<file path="config.mk">
export PLATFORM = sky130hd
export DESIGN_NAME = regfile_wb_scheduler
export DESIGN_NICKNAME = d
export VERILOG_FILES = /design/src/rtl/rf_ctrl_pkg.sv /design/src/rtl/rf_scoreboard.sv /design/src/rtl/regfile_wb_scheduler.sv
export SDC_FILE = /design/constraint.sdc
export NUM_CORES = 1
export LEC_CHECK = 0
export CAP_MARGIN = 20
export CORE_MARGIN = 2
export CORE_UTILIZATION = 41
export CTS_BUF_LIST = sky130_fd_sc_hd__clkbuf_16
export CTS_CLUSTER_SIZE = 24
export DETAILED_ROUTE_END_ITERATION = 8
export GPL_TIMING_DRIVEN = 0
export PLACE_DENSITY = 0.86
export SLEW_MARGIN = 20
export SYNTH_ARGS = -nofsm -noshare
export SYNTH_HDL_FRONTEND = slang
export SYNTH_SLANG_ARGS = --single-unit
</file>
<file path="constraint.sdc">
create_clock -name clk -period 3.32 [get_ports clk]
set_input_delay 0.83 -clock clk [delete_from_list [all_inputs] [get_ports clk]]
set_output_delay 0.83 -clock clk [all_outputs]
set_load 0.02 [all_outputs]
</file>
<file path="src/rtl/rf_ctrl_pkg.sv">
// rf_ctrl_pkg: shared definitions for the register-file write-back path.
// Holds the register-memory write patterns, the write-back requester
// encoding, and the fixed index/data widths.
package rf_ctrl_pkg;

  localparam int unsigned REG_IDX_W = 5;
  localparam int unsigned XLEN      = 32;
  localparam int unsigned PAT_W     = 3;

  // Write patterns understood by the register memory; it performs the
  // byte extension itself, so load patterns pass through untouched.
  localparam logic [PAT_W-1:0] REG_WRITE_WORD          = 3'd0;
  localparam logic [PAT_W-1:0] REG_WRITE_BYTE_SIGNED   = 3'd1;
  localparam logic [PAT_W-1:0] REG_WRITE_BYTE_UNSIGNED = 3'd2;

  typedef enum logic {
    REQ_ALU  = 1'b0,
    REQ_LOAD = 1'b1
  } req_e;

endpackage

</file>
<file path="src/rtl/rf_scoreboard.sv">
// rf_scoreboard: pending-load vector for the 32 architectural registers.
// Ports:
//   clk, rst_n       clock, asynchronous active-low reset
//   issue_valid/rd   load issue request; a transfer marks issue_rd pending
//   issue_ready      no load outstanding to issue_rd, none in the stage
//   stg_load_hit     write stage currently holds a load to issue_rd
//   clr_en, clr_idx  load write-back transfer clearing clr_idx
//   rs1, rs2         queried source indices
//   pend1, pend2     pending state of rs1 / rs2
module rf_scoreboard
  import rf_ctrl_pkg::*;
(
  input  logic                 clk,
  input  logic                 rst_n,
  input  logic                 issue_valid,
  input  logic [REG_IDX_W-1:0] issue_rd,
  output logic                 issue_ready,
  input  logic                 stg_load_hit,
  input  logic                 clr_en,
  input  logic [REG_IDX_W-1:0] clr_idx,
  input  logic [REG_IDX_W-1:0] rs1,
  input  logic [REG_IDX_W-1:0] rs2,
  output logic                 pend1,
  output logic                 pend2
);

  logic [XLEN-1:0] pending;
  logic [XLEN-1:0] pending_next;

  assign issue_ready = ~pending[issue_rd] & ~stg_load_hit;
  assign pend1       = pending[rs1];
  assign pend2       = pending[rs2];

  // Clear first, then set, so a same-cycle issue to the register being
  // written back leaves it pending. x0 can never be pending.
  always_comb begin
    pending_next = pending;
    if (clr_en) pending_next[clr_idx] = 1'b0;
    if (issue_valid && issue_ready) pending_next[issue_rd] = 1'b1;
    pending_next[0] = 1'b0;
  end

  always_ff @(posedge clk or negedge rst_n) begin
    if (!rst_n) pending <= '0;
    else        pending <= pending_next;
  end

endmodule

</file>
<file path="src/rtl/regfile_wb_scheduler.sv">
// regfile_wb_scheduler: shares the register memory's single write port
// between the ALU and the load unit (round-robin), driving it from a
// one-entry registered stage, and tracks outstanding load destinations.
// Optional feature macro: RF_SCOREBOARD_EN (load scoreboard and hazard
// logic; when undefined issue_ready is tied high and busy reflects only
// the in-flight write).
// Ports:
//   clk, rst_n                      clock, asynchronous active-low reset
//   alu_valid/ready, alu_rd/data    ALU write-back handshake (word writes)
//   ld_valid/ready, ld_rd/data/pattern  load write-back handshake
//   issue_valid/ready, issue_rd     load issue handshake
//   rs1, rs2 -> rs1_busy, rs2_busy  combinational hazard query
//   rf_wr_*                         registered register-memory write port
module regfile_wb_scheduler
  import rf_ctrl_pkg::*;
(
  input  logic                 clk,
  input  logic                 rst_n,
  input  logic                 alu_valid,
  output logic                 alu_ready,
  input  logic [REG_IDX_W-1:0] alu_rd,
  input  logic [XLEN-1:0]      alu_data,
  input  logic                 ld_valid,
  output logic                 ld_ready,
  input  logic [REG_IDX_W-1:0] ld_rd,
  input  logic [XLEN-1:0]      ld_data,
  input  logic [PAT_W-1:0]     ld_pattern,
  input  logic                 issue_valid,
  output logic                 issue_ready,
  input  logic [REG_IDX_W-1:0] issue_rd,
  input  logic [REG_IDX_W-1:0] rs1,
  input  logic [REG_IDX_W-1:0] rs2,
  output logic                 rs1_busy,
  output logic                 rs2_busy,
  output logic                 rf_wr_enable,
  output logic [REG_IDX_W-1:0] rf_wr_address,
  output logic [XLEN-1:0]      rf_wr_data,
  output logic [PAT_W-1:0]     rf_write_pattern
);

  req_e                 last;
  logic                 alu_xfer;
  logic                 ld_xfer;
  logic                 stg_valid;
  logic                 stg_is_load;
  logic [REG_IDX_W-1:0] stg_addr;
  logic [XLEN-1:0]      stg_data;
  logic [PAT_W-1:0]     stg_pat;
  logic                 stg_hit1;
  logic                 stg_hit2;

  // On a tie the requester that did not win most recently goes first.
  always_comb begin
    alu_ready = alu_valid & (~ld_valid | (last == REQ_LOAD));
    ld_ready  = ld_valid  & (~alu_valid | (last == REQ_ALU));
  end

  assign alu_xfer = alu_valid & alu_ready;
  assign ld_xfer  = ld_valid & ld_ready;

  always_ff @(posedge clk or negedge rst_n) begin
    if (!rst_n) begin
      last        <= REQ_LOAD;
      stg_valid   <= 1'b0;
      stg_is_load <= 1'b0;
      stg_addr    <= '0;
      stg_data    <= '0;
      stg_pat     <= '0;
    end else begin
      stg_valid <= alu_xfer | ld_xfer;
      if (alu_xfer) begin
        last        <= REQ_ALU;
        stg_is_load <= 1'b0;
        stg_addr    <= alu_rd;
        stg_data    <= alu_data;
        stg_pat     <= REG_WRITE_WORD;
      end else if (ld_xfer) begin
        last        <= REQ_LOAD;
        stg_is_load <= 1'b1;
        stg_addr    <= ld_rd;
        stg_data    <= ld_data;
        stg_pat     <= ld_pattern;
      end
    end
  end

  // Writes to x0 are accepted but never reach the register memory.
  assign rf_wr_enable     = stg_valid & (stg_addr != '0);
  assign rf_wr_address    = stg_addr;
  assign rf_wr_data       = stg_data;
  assign rf_write_pattern = stg_pat;

  assign stg_hit1 = rf_wr_enable & (stg_addr == rs1);
  assign stg_hit2 = rf_wr_enable & (stg_addr == rs2);

`ifdef RF_SCOREBOARD_EN
  logic pend1;
  logic pend2;

  rf_scoreboard u_scoreboard (
    .clk          (clk),
    .rst_n        (rst_n),
    .issue_valid  (issue_valid),
    .issue_rd     (issue_rd),
    .issue_ready  (issue_ready),
    .stg_load_hit (stg_valid & stg_is_load & (stg_addr == issue_rd)),
    .clr_en       (ld_xfer),
    .clr_idx      (ld_rd),
    .rs1          (rs1),
    .rs2          (rs2),
    .pend1        (pend1),
    .pend2        (pend2)
  );

  assign rs1_busy = pend1 | stg_hit1;
  assign rs2_busy = pend2 | stg_hit2;
`else
  logic unused_sb;

  assign unused_sb   = ^{issue_valid, issue_rd, stg_is_load};
  assign issue_ready = 1'b1;
  assign rs1_busy    = stg_hit1;
  assign rs2_busy    = stg_hit2;
`endif

endmodule

</file>
# Yosys cells after proc, flatten, opt, wreduce, memory -nomap -nowiden
# Index checks and enable logic that the tools add are counted.
# totals
elab_cells,30
reg_bits,42
in_bits,97
out_inout_bits,46
# op_classes
bitwise_logic,13
reduce_logical,2
n_eq_ne,2
muxes,8
# ops
op,n
$mux W32,2
$eq A5 B5 Y1,2
$mux W5,2
$and A1 B1 Y1,7
$mux W3,2
$reduce_bool A5 Y1,1
$not A1 Y1,3
$or A1 B1 Y1,3
$mux W1,2
$reduce_bool A2 Y1,1

# Logic depth before layout (Yosys ltp)
# depth
depth_word,6
ltp_mapped,7
mapped_depth_nobuf,4

# Worst setup path after synthesis
# No wires, ideal clock.
# synth_timing
path_type,input -> output
startpoint,input rs1[2]
endpoint,output rs1_busy
required_time_ns,2.490
n_path_buf,0
arrival_ns,1.746
path_stages,3
path_slack_ns,0.744
path_cell_list,xnor2_1 nand3_1 nor4_1
# synth_via
elab_chain_cells,2
# synth_rtl
element,line,rtl
from (decl),regfile_wb_scheduler.sv:31,"input logic [REG_IDX_W-1:0] rs1,"
$eq A5 B5 Y1,regfile_wb_scheduler.sv:93,assign stg_hit1 = rf_wr_enable & (stg_addr == rs1);
$and A1 B1 Y1,regfile_wb_scheduler.sv:93,
to (decl),regfile_wb_scheduler.sv:33,"output logic rs1_busy,"
# No other way between the ends.

# Worst setup path after layout
# layout_timing
startpoint,input ld_valid
endpoint,output alu_ready
# layout_via
elab_chain_cells,3
# layout_rtl
element,line,rtl
from (decl),regfile_wb_scheduler.sv:23,"input logic ld_valid,"
$not A1 Y1,regfile_wb_scheduler.sv:54,alu_ready = alu_valid & (~ld_valid | (last == REQ_LOAD));
$or A1 B1 Y1,regfile_wb_scheduler.sv:54,
$and A1 B1 Y1,regfile_wb_scheduler.sv:54,
to (decl),regfile_wb_scheduler.sv:20,"output logic alu_ready,"
# No other way between the ends.

==> flow_summary.yaml <==
logic_synthesis:
  yosys.cell_types.count: 29
  synthesis.instances: 236
  seq_cells_post_synth: 42
  avgSynthCellArea_sq_um: 10.5
  synth_xor_xnor_area_share_pct: 3.52
  synth-async-reset-ratio_pct: 100
  mappedNetlistNets: 333
  synth_top_cells_by_count: "41 x dfrtp_1, 38 x inv_1, 35 x o22ai_1"
  yosys.area.top_type_share_pct: 41.2
  synth.cell_area_sq_mm: 0.00249
  synth_adder_area_share_pct: 0
  synth_area_leaders: "dfrtp_1 41%, mux2_2 11%, a21oi_2 10%"
  synth.most_common_cell: "dfrtp_1"
  yosysSeqAreaShare_pct: 42.3
  synth-compound-area-share_pct: 23.8
  synth-edff-count: 0
  synthMuxAreaShare_pct: 15.8
  yosysTopAreaCell: "dfrtp_1"
  synth.yosys.warnings: 0
  yosys.area_share.simple_pct: 3.07
  yosys_most_used_dff: "dfrtp_1"
  synth_top_family_by_area: "compound AO/OA/AOI/OAI gates"
detailed_routing:
  first_iter_violations: 36
  drt_drc_violations_left: 0
  vias_per_cell: 4.98
  detailed_route_wire_length_per_cell_um: 15.1
  final_antenna_net_count: 0
  dr.pass1.iters: 5
  wl_um: 6860
  routed-via-count: 2261
power_and_ir_drop:
  post-layout-total-power_mw: 1.71
  worst_ir_drop_vdd_mv: 0.318
  p_leak_nw: 1.73
  power_per_cell_area_mw_per_mm2: 418
cells_and_area:
  final_cell_area_sq_mm: 0.00408
  areaGrowthSynthToFinish_pct: 64.1
  drive_above_1_share_pct: 21.4
  finish.utilization_pct: 69.4
  fin_cells: 454
  nNetsFinal: 475
  diodes: 0
placed_design:
  dpl.hpwl_um: 5310
  placement.io_buffers: 134
  placement.cell_area_sq_mm: 0.00395
  number_of_cells_in_the_design_after_placement: 446
  globalplace.congestion: 0.709
  dp_slack_ns: -0.0415
hold_path:
  min-delay-path-class: "input pin to async pin"
global_route:
  grt_util_met1_pct: 23.6
  global_route.usage.met3_pct: 4.29
  globalRouteTotalUtil_pct: 20.9
  globalRoute.busiestLayer: "met2"
  globalRouteOverflowTotal: 0
  grt_antenna_before_repair: 0
  grt_util_met2_pct: 40.0
  grt_first_pass_wirelength_um: 10800
  grt_max_degree: 24
  via_count_of_the_first_global_routing_pass: 2370
setup_path:
  worst_ep_required_time_ns: 2.49
  type_of_origin_of_the_critical_path: "input pin"
  critical-path-top-delay-family: "buffers and inverters"
  worstSetupEndpointType: "primary output"
  arrival_ns: 2.26
  worst_path_max_delay_cell: "clkdlybuf4s50_1"
  path_common_cell: "buf_4"
  timing.critical_path.buf_inv: 5
  maximum_net_fanout_on_the_critical_path: 10
  critical_path.max_stage_delay_ns: 0.62
  worstSetupPathType: "input pin to primary output"
  crit_path_cell_trace: "buf_4, nand2b_1, buf_4, nand2_4, inv_4, buf_6, clkdlybuf4s50_1"
cts:
  ctsHoldBuffers: 0
  cts-buffers-inserted: 5
  insertion_delay_ns: 0.27
  clockBufferDepth: 2
  cts_tree: "done"
  h-tree-depth: 2
  clk_pin_slew_worst_paths_ns: 0.06
  root_buffer: "clkbuf_16"
  clkSinkCount: 42
sta:
  layout_worst_path_cycle_share_pct: 93.2
  fin_worst_hold_slack_ns: 0.511
  finalSetupViolCount: 0
  grt_setup_unrepaired: "false"
  final_critical_path_setup_slack_ns: 0.225
  timing.final.hold_violations: 0
  timing_max_transition_violations_final: 0
  timing.fmax_ghz: 0.323
  min_cycle_time_layout_ns: 3.09
  setup_total_negative_slack_ns: 0
  final_clock_skew_ns: 0.00686
die:
  initial_utilization_pct: 42.3
  die_h_um: 81.9
  area_of_the_placeable_core_sq_mm: 0.00589
  die_width_um: 81.9
  die_area_sq_mm: 0.00671
  num_rows: 28
  boundaryPins: 143
run_status:
  outcome: "completed"
flow_run:
  maxCapViolCount: 0
-- state kept, by name, summed over array words and instances, names as in the netlist --
signal and count:
rf_write_pattern 3, stg_valid 1, rf_wr_data 32, last 1, rf_wr_address 5
-- report_power, final --
group	internal [mW]	total (mW)	switching, mW
combinational	0.343	0.623	0.281
clock	0.270	0.452	0.182
sequential	0.581	0.630	0.0482
-- layout by cell type (no fill, tap or decap), drive strengths merged, types with 2 or more instances in the layout --
| cell | n |
|---|---|
| clkbuf | 7 |
| xnor2 | 6 |
| nand2b | 3 |
| nor4 | 2 |
| or2 | 2 |
| clkdlybuf4s50 | 130 |
| o21ai | 2 |
| dfrtp | 41 |
| a22o | 3 |
| dlygate4sd2 | 2 |
| mux2 | 35 |
| nand3 | 2 |
| xor2 | 4 |
| o22ai | 35 |
| a21o | 2 |
| buf | 17 |
| inv | 42 |
| o221a | 2 |
| a21oi | 35 |
-- layout make-up --
| cell class | count | area (sq um) |
|---|---|---|
| plain buffers | 17 | 134 |
| clock buffers | 5 | 125 |
| clock inverters | 3 | 11.3 |
| fillers | 483 | 1800 |
| inverters | 39 | 149 |
| multi-input cells | 138 | 1150 |
| flip-flops and latches | 42 | 1050 |
| well taps | 75 | 93.8 |
| repair buffers | 135 | 1360 |
-- layer usage --
| metal | part of all wire, % | routed length [um] |
|---|---|---|
| met3 | 5.6 | 385 |
| met2 | 53 | 3650 |
| met1 | 41 | 2800 |
| met4 | 0.51 | 35 |
| met5 | 0 | 0 |
-- cells by family (layout without fill, tap and decap cells) --
logic type                Yosys count  count (layout)
muxes                              35              35
buffers and inverters              56             199
DFF                                42              42
and+or+nand+nor                    12              12
xor gates and xnor gates           10              10
other                               1               1
AOI/OAI and AO/OA                  80              80
-- worst register-to-register path, delay by kind of cell (launching register included) --
| kind | cells | cell delay (ns) |
|---|---|---|
| compound gates | 1 | 0.07 |
| buf+inv | 3 | 0.52 |
| flops | 1 | 0.58 |
| simple gates | 2 | 0.19 |
-- worst paths after layout --
path	from	endpoint	slack, ns	cells past startpoint
worst max-delay path	ld_valid	alu_ready	0.23	7
worst min-delay path	rst_n	rf_wr_data[12]$_DFFE_PN0P_	0.51	1
worst max register to register	last$_DFFE_PN1P_	rf_wr_data[22]$_DFFE_PN0P_	1.84	6
worst min register to register	rf_write_pattern[2]$_DFFE_PN0P_	rf_write_pattern[2]$_DFFE_PN0P_	0.51	1
max in group asynchronous	rst_n	last$_DFFE_PN1P_	2.25	2
min in group clk	rf_write_pattern[2]$_DFFE_PN0P_	rf_write_pattern[2]$_DFFE_PN0P_	0.51	1
-- what timing repair did --
action                     in CTS  in global routing
resized for setup               2                  1
setup endpoints to repair       2                  1
buffers inserted                0                  0
Note: power is estimated with default switching activity, not from simulation.
